File: config.mk
export PLATFORM = sky130hd
export DESIGN_NAME = treasure_tracker
export DESIGN_NICKNAME = d
export VERILOG_FILES = /design/src/rtl/treasure_tracker.sv
export SDC_FILE = /design/constraint.sdc
export NUM_CORES = 1
export LEC_CHECK = 0
export ABC_AREA = 0
export ABC_CLOCK_PERIOD_IN_PS = 6080
export CORE_AREA = 2 2 239 241
export CTS_BUF_LIST = sky130_fd_sc_hd__clkbuf_8 sky130_fd_sc_hd__clkbuf_16
export DETAILED_ROUTE_END_ITERATION = 10
export DIE_AREA = 0 0 241 243
export DONT_BUFFER_PORTS = 1
export GPL_TIMING_DRIVEN = 0
export PLACE_DENSITY_LB_ADDON = 0.15
export SYNTH_ARGS = -nofsm -noshare
export SYNTH_HDL_FRONTEND = slang
export SYNTH_SLANG_ARGS = --single-unit
File: constraint.sdc
create_clock -name Clk -period 6.08 [get_ports Clk]
set_input_delay 0.608 -clock Clk [delete_from_list [all_inputs] [get_ports Clk]]
set_output_delay 0.608 -clock Clk [all_outputs]
set_load 0.02 [all_outputs]
File: src/rtl/treasure_tracker.sv
// Per-level treasure tracker: latches the placement map, counts it serially,
// reveals treasures on blasts and collects them when the player stands on them.
module treasure_tracker #(
   parameter int unsigned ROWS    = 12,
   parameter int unsigned COLS    = 12,
   parameter int unsigned POINTS  = 100,
   parameter int unsigned SCORE_W = 16
) (
   input  logic                   Clk,
   input  logic                   Reset,
   input  logic                   Load,
   input  logic [ROWS*COLS-1:0]   Treasure_Map_In,
   input  logic [ROWS*COLS-1:0]   Blast_Map,
   input  logic                   Player_Valid,
   input  logic [3:0]             Player_X,
   input  logic [3:0]             Player_Y,
   output logic [ROWS*COLS-1:0]   Treasure_Live,
   output logic [ROWS*COLS-1:0]   Treasure_Visible,
   output logic [7:0]             Treasures_Left,
   output logic                   Busy,
   output logic                   Collect_Pulse,
   output logic                   Level_Clear,
   output logic [SCORE_W-1:0]     Score
);

   localparam int unsigned CELLS = ROWS * COLS;
   localparam int unsigned IW    = $clog2(CELLS);

   typedef enum logic [1:0] {S_IDLE, S_COUNT, S_PLAY, S_DONE} state_t;

   state_t               r_state;
   state_t               w_state_next;
   logic [IW-1:0]        r_idx;
   logic [CELLS-1:0]     r_live;
   logic [CELLS-1:0]     r_visible;
   logic [7:0]           r_count;
   logic                 r_collect;
   logic [SCORE_W-1:0]   r_score;

   logic [IW-1:0]        w_scan_pos;
   logic                 w_scan_bit;
   logic                 w_in_range;
   logic [IW-1:0]        w_cell_pos;
   logic [CELLS-1:0]     w_cell_mask;
   logic                 w_collect;
   logic [SCORE_W:0]     w_score_sum;
   logic [SCORE_W-1:0]   w_score_sat;

   // Row 0 / column 0 lives in the MSB, so both scan and player cells count down from the top.
   assign w_scan_pos  = IW'(CELLS - 1) - r_idx;
   assign w_scan_bit  = r_live[w_scan_pos];
   assign w_in_range  = (32'(Player_X) < COLS) && (32'(Player_Y) < ROWS);
   assign w_cell_pos  = IW'(CELLS - 1) - (IW'(Player_Y) * IW'(COLS) + IW'(Player_X));
   assign w_cell_mask = CELLS'(1) << w_cell_pos;
   assign w_score_sum = {1'b0, r_score} + (SCORE_W + 1)'(POINTS);
   assign w_score_sat = w_score_sum[SCORE_W] ? '1 : w_score_sum[SCORE_W-1:0];

   always_ff @(posedge Clk) begin
      if (Reset) r_state <= S_IDLE;
      else       r_state <= w_state_next;
   end

   always_comb begin
      w_state_next = r_state;
      w_collect    = 1'b0;
      case (r_state)
         S_COUNT: begin
            if (r_idx == IW'(CELLS - 1))
               w_state_next = ((r_count != 8'd0) || w_scan_bit) ? S_PLAY : S_DONE;
         end
         S_PLAY: begin
            if (r_count == 8'd0) w_state_next = S_DONE;
            w_collect = Player_Valid && w_in_range && r_visible[w_cell_pos];
         end
         default: ;
      endcase
      // A reload overrides any collection or transition in the same cycle.
      if (Load) begin
         w_state_next = S_COUNT;
         w_collect    = 1'b0;
      end
   end

   always_ff @(posedge Clk) begin
      if (Reset) begin
         r_idx     <= '0;
         r_live    <= '0;
         r_visible <= '0;
         r_count   <= '0;
         r_collect <= 1'b0;
         r_score   <= '0;
      end else if (Load) begin
         r_idx     <= '0;
         r_live    <= Treasure_Map_In;
         r_visible <= '0;
         r_count   <= '0;
         r_collect <= 1'b0;
      end else begin
         r_collect <= w_collect;
         case (r_state)
            S_COUNT: begin
               r_idx <= r_idx + 1'b1;
               if (w_scan_bit) r_count <= r_count + 8'd1;
            end
            S_PLAY: begin
               if (w_collect) begin
                  r_visible <= (r_visible | (Blast_Map & r_live)) & ~w_cell_mask;
                  r_live    <= r_live & ~w_cell_mask;
                  r_count   <= r_count - 8'd1;
                  r_score   <= w_score_sat;
               end else begin
                  r_visible <= r_visible | (Blast_Map & r_live);
               end
            end
            default: ;
         endcase
      end
   end

   assign Treasure_Live    = r_live;
   assign Treasure_Visible = r_visible;
   assign Treasures_Left   = r_count;
   assign Busy             = (r_state == S_COUNT);
   assign Collect_Pulse    = r_collect;
   assign Level_Clear      = (r_state == S_DONE);
   assign Score            = r_score;

endmodule
==> implementation parameters <==
Parameter                              Value

Outcome
  Run status    finished, violations left
  Violations in the final reports    max-capacitance violations, max-slew violations

Global route
  Busiest grt layer    met2
  Total grt overflow    0
  Pin count of the biggest net entering global routing    13
  Antenna violations before repair    16
  Wire length of the first global-routing pass    around 150 mm
  Global-route total usage across every layer    36.3%
  Global-route met1 utilization    43.9%
  Via count of the first global-routing pass    17,400
  Global Route met3 Usage    11.3%
  Met2 Track Usage GR    57.7%

Final layout
  Ratio of cells with drive above 1 in the final layout    10.1%
  Area Overhead vs Synth    14.2%
  Filler-free cell count of the finished design    2,670
  Final #Nets    2,197
  Fill cell count    5,995
  Most used cells in the layout excluding fill and tap cells    dfxtp_1 (322), nand2_1 (201), a211oi_1 (156), a31oi_1 (147), a21oi_1 (132)
  Most common library cell in the layout ignoring fill and taps    dfxtp_1

Drt
  Routed vias    17,600
  Post-detailed-route count of antenna-violating nets    0
  Average via count per standard cell    6.60
  Total iterations of the first detailed-routing run    5
  WL per Instance    41.1 µm
  Total detailed-routing wirelength    110 mm
  First-iteration detailed-routing DRC count    2,125
  DRC viols    0

STA
  Unrepaired setup endpoints after global routing    no
  Maximum achievable frequency    0.168 GHz
  Final-report max-slew violation count    33
  Final Hold Violating Endpoints    0
  Final Cycle Share    97.8%
  Headroom to the max-slew limit    -6.86%
  Final setup fails    0
  Largest clock skew in the final design    between 40 and 50 ps
  Minimum clock period    5950 ps
  Least-Margin Pin Slew    1600 ps

Setup path
  Endpoint of the most critical register-to-register path    Treasures_Left[7]$_SDFFE_PP0P_
  Highest net fanout along the worst path    10
  WP data required    6500 ps
  Startpoint class of the critical path    input port
  Worst reg2reg setup slack    1830 ps
  Startpoint-to-endpoint class of the critical path    in2reg
  Startpoint of the most critical register-to-register path    r_idx[4]$_SDFFE_PP0P_
  Worst endpoint data arrival time    roughly 6400 ps
  Crit. End Element    register
  Cell depth of the worst flop-to-flop path    11

Power
  Switch Pwr    0.00202 W
  Static power due to leakage    5.90 nW
  Power per cell area    roughly 310 nW/µm²
  Overall Power    0.00584 W
  Peak supply drop    0.258 mV
  Cell Int Power    0.00383 W
  Combinational fraction of design power    16.8%
  Part of the total power dissipated in the clock network    42.9%
  Proportion of power drawn by flip-flops and latches    between 40% and 50%
  Switching fraction of total power    34.5%

Worst hold path
  Hold_sp    Treasure_Map_In[114]
  Worst Hold Class    in2reg
  Endpoint of the worst hold path    Treasure_Live[114]$_SDFFE_PP0P_
  Worst Hold Depth    2

Clocking
  Clock tree buffer depth    3
  Clock slew seen by the registers of the worst setup and hold paths    60 ps
  Number of levels in the clock H-tree    2
  CTS root buffer    clkbuf_16
  TritonCTS clock tree    done
  Count of clock tree sinks    approximately 320
  Cts bufs inserted    41
  Clk_lat worst skew    600 ps
  Post-cts hold buffer count    0
  Number of gates given a new drive strength after cts    0
  Post-CTS setup buffer count    0

Die
  Row count    87
  I/O Pins    615
  Initial Utilization    29.4%
  Horizontal die dimension    roughly 240 µm
  DIE HEIGHT    approximately 240 µm
  Floorplan die area    about 59,000 µm²
  Core box area    around 56,000 µm²

Logic synthesis
  Total number of yosys warnings    0
  Post-synthesis register bit count    322
  Average size of a mapped cell    approximately 9 µm²
  Number of unique standard cell types used by synthesis    87
  Count of flip-flops with a built-in enable after synthesis    0
  Mapped Area    roughly 16,000 µm²
  Post-synth ARST share    0%
  Ys flop type    dfxtp_1
  Number of nets in the synthesized netlist    2,153
  Share of the yosys chip area belonging to registers    39.1%
  Syn Inst Count    1,826

Placement
  Weighted congestion at the end of routability-driven global placement    around 0.95
  Count of buffers from port buffering    0
  Detailed Place HPWL    between 80 and 90 mm
  Total instance count after detailed placement    between 2,000 and 3,000

Flow run
  Maximum Capacitance Violations    3
state kept, by name (all words and copies together) (netlist names):
name	count
r_state	2
Treasures_Left	8
Score	15
r_idx	8
Treasure_Live	144
Treasure_Visible	144
Collect_Pulse	1
cells in the mapped netlist (4+ instances only):
cell	count	area (µm²)
inv_1	26	97.6
buf_4	14	105
or3_1	6	37.5
nand2b_1	6	37.5
o221a_2	4	45.0
a21oi_1	132	661
o22ai_1	59	369
mux4_2	44	991
buf_6	8	90.1
nand2_1	201	754
nor2b_1	28	175
o311ai_1	12	105
o21ai_0	41	205
o211ai_1	34	255
o22a_1	14	123
nor3_1	18	90.1
xor2_1	7	61.3
nand4_1	6	37.5
a22oi_1	11	82.6
ha_1	25	313
a31oi_1	147	920
nor2_1	86	323
and2_1	7	43.8
dfxtp_1	322	6450
clkbuf_1	124	465
nor4_1	5	31.3
a211oi_1	156	1170
xnor2_1	14	123
and3_1	5	31.3
o311ai_0	84	736
mux2_2	8	90.1
buf_2	18	90.1
mux2i_1	33	330
nand3_1	31	155
a221oi_1	9	78.8
how the worst max path moves through the flow:
stage	from	end	slack, ps
2_1_floorplan	Player_Y[2]	Score[11]$_SDFFE_PP0P_	2000
3_3_place_gp	Player_X[1]	Treasure_Live[126]$_SDFFE_PP0P_	-190
3_5_place_dp	Player_X[1]	Treasure_Live[126]$_SDFFE_PP0P_	-170
4_1_cts	Player_X[1]	Treasure_Live[126]$_SDFFE_PP0P_	390
5_1_grt	Player_X[1]	Treasure_Live[126]$_SDFFE_PP0P_	280
6_report	Player_X[1]	Treasure_Live[126]$_SDFFE_PP0P_	130
power by group through the flow:
stage	Sequential [W]	Clock (W)	Combinational, W
floorplan	0.00233	0	0.000550
global placement	0.00240	0	0.000936
detailed placement	0.00240	0	0.000938
CTS	0.00235	0.00249	0.000945
global route	0.00236	0.00257	0.00100
finish	0.00236	0.00250	0.000981
per-stage QoR:
step / instance area, µm² / util [%] / TNS [ps] / setup WS, ps / hold WS, ps
final: 18800 / 33.6 / 0 / 132 / 143
after global routing: 18800 / 33.6 / 0 / 279 / 146
after CTS: 18800 / 33.6 / 0 / 394 / 132
after detailed placement: 17400 / 31.2 / -448 / -171 / 494
after global placement: 17400 / 31.1 / -876 / -190 / 483
after floorplan: 16500 / - / 0 / 2000 / 470
critical path, stage by stage:
cell and delay (ps):
buf_4 220, buf_2 310, inv_1 220, ha_1 240, nor2_2 80, xnor2_1 1110
clkbuf_1 890, a221oi_1 250, o211ai_1 400, and3_1 380, nand4_2 430, buf_2 400
o311ai_0 640, a21oi_1 140
logic make-up (layout without fill, tap and decap cells):
group                    after synthesis  after routing  share of synthesized area (%)
XOR/XNOR                              23             23                           1.31
flip-flops                           322            322                           39.1
other                                  0             12                              0
adder cells (fa/ha/maj)               27             27                           2.14
buffers and inverters                198            274                           5.45
AO/OA/AOI/OAI                        744            744                           31.3
AND/OR/NAND/NOR                      426            426                           12.0
multiplexers                          86             86                           8.64
routing by layer:
layer	wire length, µm	vias to the layer above
met4	5850	8
met3	11400	285
met1	41700	8921
met2	50800	1163
li1	-	7258
met5	53	-
area by class of cell:
| class | count | area, µm² | share of cell area, % |
|---|---|---|---|
| flip-flops and latches | 322 | 6450 | 34.3 |
| diodes | 12 | 30.0 | 0.160 |
| clock inverters | 27 | 213 | 1.13 |
| multi-input cells | 1306 | 9130 | 48.5 |
| clock buffers | 48 | 1130 | 6.03 |
| inverters | 28 | 105 | 0.559 |
| repair buffers | 1 | 15.0 | 0.0798 |
| well taps | 756 | 946 | 5.03 |
| plain buffers | 170 | 792 | 4.21 |
(Power assumes the default switching activity.)
